[config.mk]
export PLATFORM = sky130hd
export DESIGN_NAME = keypad_scanner
export DESIGN_NICKNAME = d
export VERILOG_FILES = /design/src/rtl/keypad_scanner.sv
export SDC_FILE = /design/constraint.sdc
export NUM_CORES = 1
export LEC_CHECK = 0
export BUFFER_PORTS_ARGS = -buffer_cell sky130_fd_sc_hd__buf_2
export CAP_MARGIN = 40
export CORE_UTILIZATION = 35
export DETAILED_ROUTE_END_ITERATION = 10
export GPL_ROUTABILITY_DRIVEN = 0
export GPL_TIMING_DRIVEN = 0
export SLEW_MARGIN = 20
export SYNTH_ARGS = -nofsm -noshare
export SYNTH_HDL_FRONTEND = slang
export SYNTH_SLANG_ARGS = --single-unit
[constraint.sdc]
create_clock -name clock -period 2.4 [get_ports clock]
set_input_delay 0.6 -clock clock [delete_from_list [all_inputs] [get_ports clock]]
set_output_delay 0.6 -clock clock [all_outputs]
set_load 0.02 [all_outputs]
[src/rtl/keypad_scanner.sv]
// keypad_scanner: 4x4 active-low matrix keypad scanner with a 2-flop row synchroniser,
// tick-paced debounce and a one-clock valid strobe. Optional auto-repeat: KEYPAD_AUTOREPEAT_EN.
module keypad_scanner #(
    parameter int SCAN_DIV     = 100000,
    parameter int DEBOUNCE     = 4,
    parameter int REPEAT_TICKS = 200
) (
    input  logic       clock,
    input  logic       clearA,
    input  logic [3:0] row,
    output logic [3:0] col,
    output logic [3:0] value,
    output logic       valid,
    output logic       held,
    output logic [1:0] dbg_state_o
);

    localparam int DIV_W = (SCAN_DIV > 1) ? $clog2(SCAN_DIV) : 1;
    localparam int DEB_W = $clog2(DEBOUNCE + 1);
    localparam logic [DIV_W-1:0] DIV_LAST = DIV_W'(SCAN_DIV - 1);
    localparam logic [DEB_W-1:0] DEB_LAST = DEB_W'(DEBOUNCE);

    typedef enum logic [1:0] {
        ST_SCAN     = 2'd0,
        ST_DEBOUNCE = 2'd1,
        ST_PRESSED  = 2'd2
    } state_t;

    state_t           state_q;
    logic [3:0]       row_meta_q;
    logic [3:0]       rs_q;
    logic [DIV_W-1:0] div_q;
    logic [DIV_W-1:0] div_d;
    logic             tick;
    logic [3:0]       col_q;
    logic [3:0]       col_next;
    logic [3:0]       cand_row_q;
    logic [1:0]       cand_col_q;
    logic [DEB_W-1:0] deb_cnt_q;
    logic [DEB_W-1:0] deb_next;
    logic [DEB_W-1:0] rel_cnt_q;
    logic [DEB_W-1:0] rel_next;
    logic [3:0]       value_q;
    logic             valid_q;
    logic             held_q;
    logic             rs_idle;
    logic             rs_match;

`ifdef KEYPAD_AUTOREPEAT_EN
    localparam int REP_W = $clog2(REPEAT_TICKS + 1);
    localparam logic [REP_W-1:0] REP_LAST = REP_W'(REPEAT_TICKS);
    logic [REP_W-1:0] rep_cnt_q;
    logic [REP_W-1:0] rep_next;
    assign rep_next = rep_cnt_q + REP_W'(1);
`endif

    function automatic logic [1:0] col_index(input logic [3:0] c);
        logic [1:0] idx;
        case (c)
            4'b1110: idx = 2'd0;
            4'b1101: idx = 2'd1;
            4'b1011: idx = 2'd2;
            default: idx = 2'd3;
        endcase
        return idx;
    endfunction

    // Lowest-index low row wins when several rows are pulled down together.
    function automatic logic [1:0] row_index(input logic [3:0] r);
        logic [1:0] idx;
        if (!r[0])      idx = 2'd0;
        else if (!r[1]) idx = 2'd1;
        else if (!r[2]) idx = 2'd2;
        else            idx = 2'd3;
        return idx;
    endfunction

    function automatic logic [3:0] key_code(input logic [1:0] r, input logic [1:0] c);
        logic [3:0] code;
        code = 4'h0;
        case ({r, c})
            4'h0: code = 4'h1;
            4'h1: code = 4'h2;
            4'h2: code = 4'h3;
            4'h3: code = 4'hA;
            4'h4: code = 4'h4;
            4'h5: code = 4'h5;
            4'h6: code = 4'h6;
            4'h7: code = 4'hB;
            4'h8: code = 4'h7;
            4'h9: code = 4'h8;
            4'hA: code = 4'h9;
            4'hB: code = 4'hC;
            4'hC: code = 4'hE;
            4'hD: code = 4'h0;
            4'hE: code = 4'hF;
            4'hF: code = 4'hD;
            default: code = 4'h0;
        endcase
        return code;
    endfunction

    always_ff @(posedge clock or negedge clearA) begin
        if (!clearA) begin
            row_meta_q <= 4'hF;
            rs_q       <= 4'hF;
        end else begin
            row_meta_q <= row;
            rs_q       <= row_meta_q;
        end
    end

    assign tick  = (div_q == DIV_LAST);
    assign div_d = tick ? '0 : div_q + DIV_W'(1);

    always_ff @(posedge clock or negedge clearA) begin
        if (!clearA) begin
            div_q <= '0;
        end else begin
            div_q <= div_d;
        end
    end

    assign rs_idle  = (rs_q == 4'hF);
    assign rs_match = (rs_q == cand_row_q);
    assign deb_next = deb_cnt_q + DEB_W'(1);
    assign rel_next = rel_cnt_q + DEB_W'(1);
    assign col_next = {col_q[2:0], col_q[3]};

    // valid is a bare strobe with no ready: the consumer must capture value on the pulse.
    always_ff @(posedge clock or negedge clearA) begin
        if (!clearA) begin
            state_q    <= ST_SCAN;
            col_q      <= 4'b1110;
            cand_row_q <= 4'hF;
            cand_col_q <= 2'd0;
            deb_cnt_q  <= '0;
            rel_cnt_q  <= '0;
            value_q    <= 4'h0;
            valid_q    <= 1'b0;
            held_q     <= 1'b0;
`ifdef KEYPAD_AUTOREPEAT_EN
            rep_cnt_q  <= '0;
`endif
        end else begin
            valid_q <= 1'b0;
            if (tick) begin
                case (state_q)
                    ST_SCAN: begin
                        if (!rs_idle) begin
                            cand_row_q <= rs_q;
                            cand_col_q <= col_index(col_q);
                            deb_cnt_q  <= '0;
                            state_q    <= ST_DEBOUNCE;
                        end else begin
                            col_q <= col_next;
                        end
                    end
                    ST_DEBOUNCE: begin
                        if (rs_match) begin
                            if (deb_next == DEB_LAST) begin
                                value_q   <= key_code(row_index(cand_row_q), cand_col_q);
                                valid_q   <= 1'b1;
                                held_q    <= 1'b1;
                                deb_cnt_q <= '0;
                                rel_cnt_q <= '0;
`ifdef KEYPAD_AUTOREPEAT_EN
                                rep_cnt_q <= '0;
`endif
                                state_q   <= ST_PRESSED;
                            end else begin
                                deb_cnt_q <= deb_next;
                            end
                        end else begin
                            col_q   <= col_next;
                            state_q <= ST_SCAN;
                        end
                    end
                    ST_PRESSED: begin
                        // Any low row, including a second key, counts as still pressed.
                        if (rs_idle) begin
`ifdef KEYPAD_AUTOREPEAT_EN
                            rep_cnt_q <= '0;
`endif
                            if (rel_next == DEB_LAST) begin
                                rel_cnt_q <= '0;
                                held_q    <= 1'b0;
                                col_q     <= col_next;
                                state_q   <= ST_SCAN;
                            end else begin
                                rel_cnt_q <= rel_next;
                            end
                        end else begin
                            rel_cnt_q <= '0;
`ifdef KEYPAD_AUTOREPEAT_EN
                            if (rep_next == REP_LAST) begin
                                rep_cnt_q <= '0;
                                valid_q   <= 1'b1;
                            end else begin
                                rep_cnt_q <= rep_next;
                            end
`endif
                        end
                    end
                    default: begin
                        state_q <= ST_SCAN;
                    end
                endcase
            end
        end
    end

    assign col         = col_q;
    assign value       = value_q;
    assign valid       = valid_q;
    assign held        = held_q;
    assign dbg_state_o = state_q;

    // A strobe only ever accompanies an accepted, still-held key; the drive stays one-cold.
    a_col_one_cold: assert property (@(posedge clock) disable iff (!clearA) $onehot(~col_q));
    a_valid_held:   assert property (@(posedge clock) disable iff (!clearA) valid_q |-> held_q);

endmodule

Word-level counts from Yosys, hierarchy flattened
Memories as Yosys holds them, arrays and structs flattened. A register that Yosys moved wholly into a read port is not among the register bits.
Cells that the tools add are included.

storage, ports and cells
  input bits = 6
  logic and storage cells = 84
  memory bits (read-only) = 64
  memories kept = 1
  bits in registers = 45

cells by class
  bitwise gates (word level) = 1
  equal/unequal tests = 18
  reduce and logical (&&, ||, !) cells = 12
  mux-type cells = 38
  add/subtract/negate cells = 3

memories
  memory           depth  bits a word  read ports  clocked after Yosys merged registers in  wr ports  RTL line  text
  (no name shown)  16     4            1           1                                        0         81        case ({r, c})

operator list
  kind                                                 count
  2-to-1 mux 2 bit                                     11
  2-to-1 mux 3 bit                                     7
  adder 17 x 1 -> 17 bit, second input constant        1
  equality test 17 bit, second input constant          1
  2-to-1 mux 17 bit                                    1
  equality test 4 bit, second input constant           4
  2-to-1 mux 4 bit                                     4
  != test 2 bit, second input constant                 7
  one-hot mux 2 bit (3 select lines)                   2
  one-hot mux 3 bit (2 select lines)                   2
  one-hot mux 4 bit (3 select lines)                   1
  AND reduction 4 bit                                  3
  AND reduction 6 bit                                  2
  2-to-1 mux 1 bit                                     9
  adder 3 x 1 -> 3 bit, second input constant          2
  equality test 3 bit, second input constant           2
  AND reduction 5 bit                                  1
  equality test 4 bit                                  1
  nonzero test 2 bit                                   2
  != test 3 bit, second input constant                 1
  AND reduction 3 bit                                  1
  nonzero test 3 bit                                   1
  equality test 2 x 1 -> 1 bit, second input constant  1
  equality test 2 bit, second input constant           1
  other kinds (4)                                      4

Logic depth before layout (Yosys ltp)
  depth after elaboration = 7
  mapped depth = 7

Worst setup path after synthesis
No wires, ideal clock.

  path kind = register -> register
  from = register cand_row_q[2]
  to = register col_q[0], in the netlist col[0]
  setup time = 0.125 ns
  buffers on the path = 1
  clock period less this slack = 1.899 ns
  slack = 0.501 ns
  arrival = 1.774 ns
  cell stages (with the launch flop) = 7
  cells stage by stage = dfstp_2 buf_2 xnor2_1 nand4_1 nor2b_1 o21ai_1 mux2_2

on the way
  cells in the longest elaborated chain, start to end = 3

RTL lines
  item                                  RTL line  text
  from (decl)                           37        logic [3:0] cand_row_q;
  from (signal assigned)                151       cand_row_q <= rs_q;
  equality test 4 bit                   125       assign rs_match = (rs_q == cand_row_q);
  != test 2 bit (no source line)        -
  AND reduction 6 bit (no source line)  -
  to (signal assigned)                  156       col_q <= col_next;
  to (signal assigned)                  175       col_q <= col_next;
  to (signal assigned)                  188       col_q <= col_next;
  to (decl)                             35        logic [3:0] col_q;

No other way between the ends.
A chain may end at the register's enable or synchronous reset.

Worst setup path after layout
Same ends and word-level chain as after synthesis.

==> metrics <==
outcome=finished clean; CTS tree=built; Antenna Violating Nets Remaining=0; Slew Limit Headroom=62.2%; start of the worst register-to-register path=cand_row_q[2]$_DFFE_PN1P_; Crit Path Max Fanout=7; Die Y=about 86 um; first-pass GRT wire length=7.45 mm; WP data arrival=2360 ps; clock tree sinks=49; sequential share of the synthesized area=about half; # diodes=0; GR Overflow Total=0; Post-Syn Area=2440 sq um; die footprint=about 7300 sq um; CP Cell Sequence=buf_2, xnor2_1, nand4_1, nor2b_1, o21ai_1, mux2_2; fmax=462 MHz; Post-CTS Resized=0; Worst Setup End Kind=flop; H-tree depth=2; row count=30; Post-Synthesis Cells=~220; Tcrit/Tclk final=90.1%; syn_area_per_cell=roughly 11 sq um; largest net degree at the start of global routing=31; Reg-to-Reg End=col[0]$_DFFE_PN0P_; Worst path max stage delay=approximately 520 ps; number of synthesized register bits=49; DRT iter0 DRCs=133; initial core utilization=between 30 and 40%; number of global-route vias before repair=approximately 1600; Crit Path Class=reg -> reg; LEAKAGE=approximately 0.0012 uW; dpl cells=between 300 and 400; Worst-Margin Slew=563 ps; Total GRT Usage=12.8%; Net Count, Synth=approximately 230; clock-pin slew on the worst setup and hold paths=around 90 ps; min cycle time layout=about 2200 ps; reg2reg path depth=6; layout cells sized above 1=roughly a quarter; Worst Path Buf+Inv=1; FF-to-FF setup slack=240 ps; # Max-Cap Violations=0; core area=around 6800 sq um; TNS Setup=0 ps; final core utilization=40.4%; hold_ws=roughly 240 ps; input/output buffers=17; CTS buffer count=5; final net count=259; Final Setup Violations=0; crit path max-delay cell type=dfstp_2; Layout Skew=approximately 12 ps; Hold WC Path Type=in -> async; final-report hold violation count=0; commonest non-fill, non-tap cell in the layout=dfrtp_1; max-slew violations=0; post-route cell area=2730 sq um; routed via count=between 1500 and 2000; CTS Hold Bufs=0; Ys Warns=0; post-synth cell types=45; drt pass-1 iters=4; Avg WL per Cell=about 13 um; Max Buffers Root-to-Sink=2; maximum resistive drop on vdd=about 200 uV; Worst Setup Start Kind=flop; power density over the cells=between 400 and 500 nW/um^2; WL final=about 4.2 mm; Horiz. Die Dim=~86 um; Clk Latency, worst-skew pair=about 300 ps; DR vias/cell=between 4 and 5; # IOs=18; final cell count without fillers=325; RSZ-0062 raised after global routing=no; antenna violations before repair=0; hpwl dp=just over 3 mm; # DRC=0; Root Buffer=clkbuf_8; CP delay by family, top=flip-flops; Post-DP Area=2650 sq um; Syn-to-layout area delta=11.7%; leading cell types in the layout, fill and taps excluded=dfrtp_1 (34), buf_2 (20), nand2_1 (19); total setup buffers inserted after CTS=0; critical path data required time=~2600 ps
## worst max path at each step
stage                                         start  depth (start not counted)              endpoint  slack, ps
after global routing      cand_row_q[2]$_DFFE_PN1P_                          6  value[0]$_DFFE_PN0P_          3
after detailed placement  cand_row_q[1]$_DFFE_PN1P_                          6    col[0]$_DFFE_PN0P_        220
final                     cand_row_q[2]$_DFFE_PN1P_                          6    col[0]$_DFFE_PN0P_        240
after floorplan           cand_row_q[2]$_DFFE_PN1P_                          6    col[0]$_DFFE_PN0P_        500
after CTS                 cand_row_q[1]$_DFFE_PN1P_                          6    col[0]$_DFFE_PN0P_        210
after global placement    cand_row_q[1]$_DFFE_PN1P_                          6  value[0]$_DFFE_PN0P_        240
## synth_stat cells, drive strengths merged
cell type / n / area [sq um]
o21a: 1 / 7.51
and3: 6 / 37.5
nand4: 5 / 46.3
o2bb2ai: 2 / 17.5
nand3b: 3 / 22.5
a21o: 3 / 22.5
or3: 1 / 6.26
and4: 2 / 17.5
or4b: 1 / 10.0
a31oi: 2 / 12.5
nor2b: 2 / 12.5
nor3: 4 / 25.0
nand2: 19 / 71.3
xor2: 10 / 87.6
a311oi: 1 / 8.76
nor3b: 1 / 7.51
a41oi: 1 / 8.76
mux2i: 4 / 40.0
clkbuf: 1 / 3.75
dfrtp: 34 / 851
o211ai: 1 / 7.51
o21bai: 1 / 7.51
o32ai: 1 / 8.76
o21ai: 8 / 40.0
and4bb: 2 / 25.0
inv: 8 / 30.0
mux2: 11 / 124
nor4: 2 / 33.8
nor4b: 1 / 23.8
dfstp: 15 / 394
xnor2: 12 / 105
o311ai: 1 / 8.76
buf: 3 / 15.0
nor2: 18 / 70.1
nand3: 12 / 60.1
a21oi: 8 / 40.0
ha: 9 / 113
and2: 3 / 18.8
## flip-flops by register name, indices dropped and copies added (netlist names)
register	count
cand_col_q	2
rel_cnt_q	3
rs_q	4
value	4
deb_cnt_q	3
row_meta_q	4
dbg_state_o	2
div_q	17
valid	1
cand_row_q	4
held	1
col	4
## logic make-up after synthesis
| logic type | share of synthesized area (%) |
|---|---|
| AO/OA/AOI/OAI | 7.79 |
| XOR/XNOR | 7.89 |
| adder cells (fa/ha/maj) | 4.61 |
| buffers and inverters | 2.00 |
| flip-flops | 51.0 |
| multiplexers | 6.71 |
| AND/OR/NAND/NOR | 20.0 |
## routing by layer
layer / vias up / part of all wire (%) / global-route usage [%]
met4: 0 / 1.5 / 4.55
met5: - / 0 / 0
li1: 816 / - / -
met3: 5 / 2.7 / 2.89
met1: 770 / 53 / 18.0
met2: 28 / 43 / 19.6
## cell type report
cell class              count  area (sq um)
fillers                   664          4030
flip-flops and latches     49          1240
multi-input cells         158          1150
repair buffers             18           105
well taps                  80           100
clock buffers               7          76.3
inverters                   8          30.0
plain buffers               4          18.8
clock inverters             1          5.00
## stage by stage
| stage | setup WS [ps] | total power, uW |
|---|---|---|
| final | 237 | 1340 |
| after global placement | 236 | 884 |
| after global routing | 3.29 | 1410 |
| after floorplan | 501 | 862 |
| after CTS | 213 | 1360 |
| after detailed placement | 220 | 889 |
## worst reg2reg max path: cells and delay by family, from the launching register on
kind / cells / cell delay, ps
multiplexers: 1 / 380
buffers and inverters: 1 / 190
XOR/XNOR: 1 / 130
AO/OA/AOI/OAI: 1 / 350
flip-flops: 1 / 520
AND/OR/NAND/NOR: 2 / 500
## where the power goes
group | leakage [uW] | switching, uW | internal [uW]
Combinational | 0.000584 | 19.2 | 9.29
Sequential | 0.000617 | 4.73 | 838
Clock | 0.0000422 | 263 | 205
No activity file was read; power rests on OpenSTA's default activity.
